## config.mk

```make
export PLATFORM = sky130hd
export DESIGN_NAME = addr_path
export DESIGN_NICKNAME = d
export VERILOG_FILES = /design/src/rtl/addr_path.sv
export SDC_FILE = /design/constraint.sdc
export NUM_CORES = 1
export LEC_CHECK = 0
export ABC_AREA = 1
export BUFFER_PORTS_ARGS = -buffer_cell sky130_fd_sc_hd__buf_4
export CORE_AREA = 8 8 96 98
export CTS_BUF_LIST = sky130_fd_sc_hd__clkbuf_16
export DETAILED_ROUTE_END_ITERATION = 7
export DIE_AREA = 0 0 104 106
export PLACE_DENSITY_LB_ADDON = 0.1
export SETUP_SLACK_MARGIN = 0.3
export SLEW_MARGIN = 25
export SYNTH_ARGS = -nofsm -noshare
export SYNTH_HDL_FRONTEND = slang
export SYNTH_SLANG_ARGS = --single-unit
```

## constraint.sdc

```tcl
create_clock -name clk_i -period 2.7 [get_ports clk_i]
set_clock_uncertainty 0.2 [all_clocks]
set_input_delay 0.405 -clock clk_i [delete_from_list [all_inputs] [get_ports clk_i]]
set_output_delay 0.405 -clock clk_i [all_outputs]
set_load 0.005 [all_outputs]
```

## src/rtl/addr_path.sv

```systemverilog
// Address datapath: PC, MAR and a single-outstanding memory read handshake feeding the MDR.
// Optional sticky PC wrap flag is built only when ADDR_PATH_PC_WRAP_EN is defined.
module addr_path #(
  parameter int                   AddrWidth    = 16,
  parameter int                   DataWidth    = 8,
  parameter logic [AddrWidth-1:0] RESET_VECTOR = 16'hFFFE,
  parameter logic [AddrWidth-1:0] IRQ_VECTOR   = 16'hFFF8
) (
  input  logic                 clk_i,
  input  logic                 reset_i,
  input  logic                 pc_rst_ni,
  input  logic                 pc_ld_ni,
  input  logic                 mar_rst_ni,
  input  logic                 mar_ld_ni,
  input  logic [2:0]           pc_src_i,
  input  logic [1:0]           addr_src_i,
  input  logic [AddrWidth-1:0] data_i,
  input  logic [AddrWidth-1:0] ea_i,
  input  logic [AddrWidth-1:0] sp_i,
  input  logic [7:0]           offset_i,
  input  logic                 mem_ack_i,
  input  logic [DataWidth-1:0] mem_data_i,
  output logic [AddrWidth-1:0] pc_o,
  output logic [AddrWidth-1:0] mar_o,
  output logic [AddrWidth-1:0] mem_addr_o,
  output logic                 mem_req_o,
  output logic [DataWidth-1:0] mdr_o,
  output logic                 busy_o,
  output logic                 pc_wrap_o
);

  typedef enum logic [0:0] {
    ST_IDLE = 1'b0,
    ST_REQ  = 1'b1
  } state_t;

  localparam logic [AddrWidth-1:0] PC_INC1   = {{(AddrWidth-1){1'b0}}, 1'b1};
  localparam logic [AddrWidth-1:0] PC_INC2   = {{(AddrWidth-2){1'b0}}, 2'd2};
  localparam logic [AddrWidth-1:0] ADDR_ZERO = {AddrWidth{1'b0}};
  localparam logic [DataWidth-1:0] DATA_ZERO = {DataWidth{1'b0}};

  state_t                 state_r;
  state_t                 state_next_s;
  logic [AddrWidth-1:0]   pc_r;
  logic [AddrWidth-1:0]   pc_cand_s;
  logic [AddrWidth-1:0]   mar_r;
  logic [AddrWidth-1:0]   mar_sel_s;
  logic [DataWidth-1:0]   mdr_r;
  logic [AddrWidth-1:0]   offset_ext_s;
  logic                   mar_take_s;
  logic                   mdr_cap_s;

  assign offset_ext_s = {{(AddrWidth-8){offset_i[7]}}, offset_i};

  // PC candidate value selected by pc_src_i
  always_comb begin
    pc_cand_s = pc_r;
    case (pc_src_i)
      3'd0:    pc_cand_s = pc_r + PC_INC1;
      3'd1:    pc_cand_s = pc_r + PC_INC2;
      3'd2:    pc_cand_s = pc_r + offset_ext_s;
      3'd3:    pc_cand_s = data_i;
      3'd4:    pc_cand_s = ea_i;
      3'd5:    pc_cand_s = RESET_VECTOR;
      3'd6:    pc_cand_s = IRQ_VECTOR;
      default: pc_cand_s = pc_r;
    endcase
  end

  // MAR source select; source 0 sees the PC before this edge's update
  always_comb begin
    mar_sel_s = pc_r;
    case (addr_src_i)
      2'd0:    mar_sel_s = pc_r;
      2'd1:    mar_sel_s = data_i;
      2'd2:    mar_sel_s = ea_i;
      2'd3:    mar_sel_s = sp_i;
      default: mar_sel_s = pc_r;
    endcase
  end

  // Read FSM next state; a MAR reset suppresses the load, so it never starts a read
  always_comb begin
    state_next_s = state_r;
    mar_take_s   = 1'b0;
    mdr_cap_s    = 1'b0;
    case (state_r)
      ST_IDLE: begin
        mar_take_s = mar_rst_ni & ~mar_ld_ni;
        if (mar_take_s) begin
          state_next_s = ST_REQ;
        end else begin
          state_next_s = ST_IDLE;
        end
      end
      ST_REQ: begin
        if (mem_ack_i) begin
          mdr_cap_s    = 1'b1;
          mar_take_s   = mar_rst_ni & ~mar_ld_ni;
          state_next_s = mar_take_s ? ST_REQ : ST_IDLE;
        end else begin
          mar_take_s   = 1'b0;
          state_next_s = ST_REQ;
        end
      end
      default: begin
        state_next_s = ST_IDLE;
      end
    endcase
  end

  // FSM state register
  always_ff @(posedge clk_i or posedge reset_i) begin
    if (reset_i) begin
      state_r <= ST_IDLE;
    end else begin
      state_r <= state_next_s;
    end
  end

  // Program counter
  always_ff @(posedge clk_i or posedge reset_i) begin
    if (reset_i) begin
      pc_r <= RESET_VECTOR;
    end else if (!pc_rst_ni) begin
      pc_r <= RESET_VECTOR;
    end else if (!pc_ld_ni) begin
      pc_r <= pc_cand_s;
    end
  end

  // Memory address register
  always_ff @(posedge clk_i or posedge reset_i) begin
    if (reset_i) begin
      mar_r <= ADDR_ZERO;
    end else if (!mar_rst_ni) begin
      mar_r <= ADDR_ZERO;
    end else if (mar_take_s) begin
      mar_r <= mar_sel_s;
    end
  end

  // Memory data register, captured only when a read completes
  always_ff @(posedge clk_i or posedge reset_i) begin
    if (reset_i) begin
      mdr_r <= DATA_ZERO;
    end else if (mdr_cap_s) begin
      mdr_r <= mem_data_i;
    end
  end

`ifdef ADDR_PATH_PC_WRAP_EN
  logic pc_wrap_r;
  logic wrap_evt_s;

  // Unsigned carry/borrow detection: an add that lands below the old PC carried,
  // a negative-offset add that lands above it borrowed
  always_comb begin
    wrap_evt_s = 1'b0;
    case (pc_src_i)
      3'd0, 3'd1: wrap_evt_s = (pc_cand_s < pc_r);
      3'd2:       wrap_evt_s = offset_i[7] ? (pc_cand_s > pc_r) : (pc_cand_s < pc_r);
      default:    wrap_evt_s = 1'b0;
    endcase
  end

  // Sticky wrap flag
  always_ff @(posedge clk_i or posedge reset_i) begin
    if (reset_i) begin
      pc_wrap_r <= 1'b0;
    end else if (!pc_rst_ni) begin
      pc_wrap_r <= 1'b0;
    end else if (!pc_ld_ni && wrap_evt_s) begin
      pc_wrap_r <= 1'b1;
    end
  end

  assign pc_wrap_o = pc_wrap_r;
`else
  assign pc_wrap_o = 1'b0;
`endif

  assign pc_o       = pc_r;
  assign mar_o      = mar_r;
  assign mem_addr_o = mar_r;
  assign mdr_o      = mdr_r;
  assign mem_req_o  = (state_r == ST_REQ);
  assign busy_o     = (state_r == ST_REQ);

endmodule

```

==> impl_metrics.json, run 1 <==
{
  "status": "completed",
  "path_buf_inv": 2,
  "synthAdderAreaFrac_pct": 3.15,
  "cts.sinks": 41,
  "cts_buffer_depth": 2,
  "intPower_mw": 1.67,
  "via_per_inst": 5.53,
  "period_share_pct": 86.6,
  "grt_use_total_pct": 23.8,
  "wl_um": 13500,
  "finalSetupTns_ps": 0,
  "min_path_type": "in2async",
  "most-common-layout-cells": "153 x buf_4, 112 x nand2_1, 72 x inv_1",
  "ant_nets": 0,
  "synth_cell_types": 47,
  "cp_common_cell": "nand2_2",
  "hold_violations": 0,
  "clk-insertion-delay-late_ps": 280,
  "rsz0062_at_grt": "true",
  "comb_power_share_pct": 37.8,
  "path_clk_slew_ps": 60,
  "final_common_cell": "buf_4",
  "seq_area_frac_synth_pct": 27.4,
  "cp-start-kind": "input pin",
  "whs_ps": 65.5,
  "slew_viol_final": 0,
  "async_flop_share_pct": 100,
  "vias": 4415,
  "period_minus_slack_ps": 2340,
  "syn_area_um2": 3820,
  "portBuffers": 133,
  "wl_per_cell_um": 17.0,
  "nets": 777,
  "setup_viol": 0,
  "synthCells": 567,
  "critPathKind": "in2reg",
  "sequentialPowerShare_pct": 31.4,
  "synth_ff_type": "dfrtp_1",
  "synth_edf_count": 0,
  "root_buffer": "clkbuf_16",
  "slew_headroom_pct": 56.7,
  "worst_slew_pin_slew_ps": 649,
  "synthToLayoutAreaGrowth_pct": 36.3,
  "clock_power_share_pct": 30.8,
  "synth_compound_area_share_pct": 19.0,
  "worstSetupEndpointType": "flip-flop",
  "cts_buffers": 5,
  "cp.required_ps": 2710,
  "synth.avg_cell_area_um2": 6.73,
  "peakVddDrop_mv": 0.298,
  "critPathTopFamily": "simple AND/OR/NAND/NOR gates",
  "die_y_um": 106,
  "synthesis.nets": 652,
  "p_leak_nw": 2.67,
  "power_density_nw_per_um2": 483,
  "drive_above_1_share_pct": 34.2,
  "grt_overflow_total": 0,
  "gp_congestion": 0.939,
  "antenna_cells": 0,
  "grt_pass1_wl_um": 21800,
  "die_w_um": 104,
  "grt_pass1_vias": 4333,
  "die-area_um2": 11000,
  "grt_max_degree": 42,
  "cp_max_fo": 3,
  "synth_top_family_by_area": "simple AND/OR/NAND/NOR gates",
  "yosys.area_share.simple_pct": 33.8,
  "start_util_pct": 48.7,
  "drc": 0,
  "fmax_ghz": 0.427,
  "ios": 135,
  "first_pass_iters": 5,
  "yosys_warnings": 0,
  "cts_max_level": 2,
  "coreArea_um2": 7850,
  "synth_top_area_share_pct": 17.0,
  "cts_tree": "done",
  "synth_seq_cells": 41,
  "drv_cap": 0,
  "p_sw_uw": 840,
  "switching_share_pct": 33.4,
  "antenna_found_initial": 0,
  "critPathSlowestCell": "fa_2",
  "netlist_top_cells_area": "dfrtp_1 17%, nand2_1 12%, dfstp_2 10%",
  "synth_xor_area_share_pct": 0.688,
  "slowest_delay_ps": 340,
  "synthMuxAreaShare_pct": 2.36,
  "cp.arrival_ps": 2350,
  "hpwl_um": 10600,
  "first_iter_violations": 303,
  "path_cells": "buf_6, nor2_4, nand2_2, or2_4, ha_4, fa_2, nand2_2, nand2_2, nand3_2, nand2_2, or2_4, a31oi_4, o2111ai_1, o21ai_1, inv_1",
  "yosysTopAreaCell": "dfrtp_1",
  "rows": 33
}
-- metal layers --
| metal | global-route usage, % | share of wire (%) |
|---|---|---|
| met1 | 31.8 | 46 |
| met2 | 38.5 | 46 |
| met3 | 4.30 | 6.9 |
| met4 | 6.72 | 1.8 |
| met5 | 0 | 0 |
-- what timing repair did --
| item | in CTS | in global routing |
|---|---|---|
| buffers inserted | 5 | 3 |
| endpoints found under the setup margin | 2 | 11 |
| hold buffers | 0 | 0 |
| pin swaps | 12 | 10 |
| resized for setup | 13 | 13 |
-- through the flow --
| stage | instances | total power [mW] | setup slack, ps | util [%] | area (um^2) |
|---|---|---|---|---|---|
| finish | 798 | 2.51 | 361 | 66.3 | 5200 |
| global route | 798 | 2.65 | 238 | 66.3 | 5200 |
| CTS | 795 | 2.49 | 272 | 65.4 | 5130 |
| detailed placement | 782 | 1.67 | -70.4 | 61.8 | 4850 |
| global placement | 782 | 1.66 | 49.8 | 61.8 | 4850 |
| floorplan | 567 | 1.30 | 86.1 | - | 3840 |
-- registers in the layout, summed over array words and instances, names as in the netlist --
name,count
pc_o,16
busy_o,1
mar_o,16
mdr_o,8
-- worst min-delay path, cell delays in order --
cell	delay, ps
buf_4	110
inv_1	40
buf_4	460
-- synth_stat cells, drive strengths merged, types with 3 or more instances --
cell type  count
a211oi         9
a21oi         28
a221oi        12
a22oi          5
a31oi          5
a41oi          5
buf           29
clkbuf        11
dfrtp         26
dfstp         15
ha             8
inv           73
mux2           8
nand2        126
nand3         67
nand3b         3
nand4         10
nor2          69
nor3           4
o21ai         18
o31ai         16
or2            6
-- power groups by stage --
stage                     Clock (mW)  Sequential (mW)  Combinational, mW
after floorplan                    0            0.774              0.526
after global placement             0            0.793              0.865
after detailed placement           0            0.798              0.875
after CTS                      0.785            0.787              0.914
after global routing           0.801            0.800               1.05
final                          0.773            0.789              0.950
-- worst paths after layout --
path	from	endpoint	slack [ps]	depth (start not counted)
setup / recovery	pc_src_i[0]	pc_o[6]	360	15
hold / removal	reset_i	mdr_o[6]	70	3
min in group clk_i	mar_ld_ni	busy_o	120	2
max in group asynchronous	reset_i	pc_o[4]	1850	3
hold reg to reg	mdr_o[2]	mdr_o[2]	300	1
setup reg to reg	pc_o[5]	pc_o[6]	400	12
-- cell families after synthesis --
group                      Yosys count
other                                1
adders and majority gates            9
and+or+nand+nor                    285
xor gates and xnor gates             3
buffers and inverters              113
AOI/OAI and AO/OA                  107
muxes                                8
DFF                                 41
-- layout make-up --
type,instances,area (um^2)
fill,725,2640
sequential,41,1040
clock buffer,5,125
clock inverter,3,65.1
multi-input combinational,413,2350
inverter,73,274
tap,105,131
timing repair buffer,158,1210
Note: power is estimated with default switching activity, not from simulation.
==> inputs of run 2 (changes only) <==
Settings changed: CORE_AREA 8 8 96 98 to 8 8 119 121, DIE_AREA 0 0 104 106 to 0 0 127 129.
==> run 2 against run 1 <==
Compared with the run above: total power is 6.5% lower; clock power decreased by 24%; via count down 0.97%; count of clock-buffer cells in the layout unchanged; wire length increased by 11%; final cell count up 7.1%; critical endpoint unchanged; highest routed layer unchanged.
==> impl_metrics.json, run 2 (same netlist as run 1, synthesis figures left out) <==
{
  "clk-insertion-delay-late_ps": 290,
  "slew_viol_final": 0,
  "stdcell_count": 855,
  "die-area_um2": 16400,
  "switching_share_pct": 36.5,
  "ant_nets": 0,
  "min_path_type": "in2async",
  "cts_buffers": 5,
  "cp_common_cell": "nand2_2",
  "cts_tree": "done",
  "cp-start-kind": "input pin",
  "cts.sinks": 41,
  "rows": 41,
  "sequentialPowerShare_pct": 33.6,
  "start_util_pct": 31.0,
  "intPower_mw": 1.49,
  "rsz0062_at_grt": "true",
  "fmax_ghz": 0.427,
  "cp.required_ps": 2720,
  "hpwl_um": 11900,
  "first_iter_violations": 401,
  "cts_max_level": 2,
  "path_cells": "buf_6, nor2_4, nand2_2, or2_4, ha_4, fa_2, nand2_2, nand2_2, nand3_2, nand2_2, or2_4, a31oi_1, o2111ai_1, o21ai_1, inv_1",
  "crit_path_end": "pc_o[6]",
  "grt_pass1_wl_um": 23400,
  "comb_power_share_pct": 41.2,
  "reg2reg_depth": 10,
  "hold_violations": 0,
  "rr_startpoint": "pc_o[3]",
  "gp_congestion": 0.896,
  "die_w_um": 127,
  "grt_pass1_vias": 4401,
  "ff2ff_setup_slack_ps": 440,
  "drc": 0,
  "ctsHoldBuffers": 0,
  "dp_slack_ps": -32.0,
  "nets": 789,
  "period_minus_slack_ps": 2340,
  "status": "completed",
  "whs_ps": 68.9,
  "crit_cells": 15,
  "path_buf_inv": 2,
  "dpl.cell_count": 833,
  "synthToLayoutAreaGrowth_pct": 38.2,
  "startpoint": "pc_src_i[0]",
  "coreArea_um2": 12300,
  "portBuffers": 133,
  "period_share_pct": 86.6,
  "p_sw_uw": 858,
  "critPathKind": "in2reg",
  "final_common_cell": "buf_4",
  "power_mw": 2.35,
  "cp.arrival_ps": 2360,
  "power_density_nw_per_um2": 445,
  "worstSetupEndpointType": "flip-flop",
  "most-common-layout-cells": "168 x buf_4, 110 x nand2_1, 72 x inv_1",
  "antenna_found_initial": 0,
  "critPathSlowestCell": "fa_2",
  "die_y_um": 129,
  "p_leak_nw": 2.70,
  "wl_um": 15000,
  "wl_per_cell_um": 17.6,
  "setup_ws_ps": 361,
  "ios": 135,
  "grt_overflow_total": 0,
  "setup_viol": 0,
  "peakVddDrop_mv": 0.198,
  "critPathTopFamily": "simple AND/OR/NAND/NOR gates",
  "slowest_delay_ps": 340,
  "via_per_inst": 5.11,
  "drive_above_1_share_pct": 34.8,
  "clock_power_share_pct": 25.2,
  "grt_max_degree": 42,
  "slew_headroom_pct": 32.9,
  "grt_use_total_pct": 17.8,
  "r2r_end": "pc_o[6]",
  "cp_max_fo": 3,
  "cts_buffer_depth": 2,
  "vias": 4372,
  "root_buffer": "clkbuf_16",
  "drv_cap": 0,
  "worst_slew_pin_slew_ps": 1000,
  "first_pass_iters": 4,
  "antenna_cells": 0,
  "fin_util_pct": 42.8,
  "path_clk_slew_ps": 60
}
## run 2: cell count changes in the layout (fill, tap and decap cells not counted), sizes merged
cell	delta
buf	+12
bufinv	-2
clkinv	+2
## run 2: worst min-delay path by stage
stage / start / end / slack, ps / depth (start not counted)
3_5_place_dp: mdr_o[2] / mdr_o[2] / 290 / 1
5_1_grt: reset_i / mdr_o[0] / 140 / 3
3_3_place_gp: mdr_o[5] / mdr_o[5] / 290 / 1
6_report: reset_i / mar_o[11] / 70 / 3
4_1_cts: reset_i / mar_o[11] / 90 / 3
2_1_floorplan: mdr_o[0] / mdr_o[0] / 300 / 1
## run 2: through the flow
| step | setup TNS, ps | instance area [um^2] |
|---|---|---|
| after floorplan | 0 | 3840 |
| after global placement | 0 | 4950 |
| after detailed placement | -32.0 | 4950 |
| after CTS | 0 | 5150 |
| after global routing | 0 | 5270 |
| final | 0 | 5270 |
## run 2: routing by layer
metal	vias to the layer above	share of wire [%]	global-route usage [%]
met5	-	0	0
met4	0	1.6	5.32
met3	17	6.9	3.23
met2	142	46	29.8
met1	2039	46	22.9
li1	2174	-	-
## run 2: layout make-up
type,instances,area [um^2]
fill,1306,7040
multi-input combinational,413,2350
timing repair buffer,170,1280
sequential,41,1040
inverter,73,274
tap,150,188
clock buffer,5,125
clock inverter,3,12.5
## run 2: power groups by stage
stage               clock [mW]  combinational, mW  sequential [mW]
global placement             0              0.901            0.796
global route             0.635               1.08            0.800
CTS                      0.606              0.924            0.791
detailed placement           0              0.901            0.802
floorplan                    0              0.526            0.774
finish                   0.591              0.968            0.789
## run 2: worst min-delay path, cell delays in order
cell	delay, ps
buf_4	110
inv_1	40
buf_4	460
## run 2: what timing repair did
item | 4_1_cts | 5_1_grt
setup buffers | 6 | 8
pin swaps | 4 | 14
gates resized for setup | 5 | 19
endpoints found under the setup margin | 2 | 9
endpoints found under the hold margin | 0 | 0
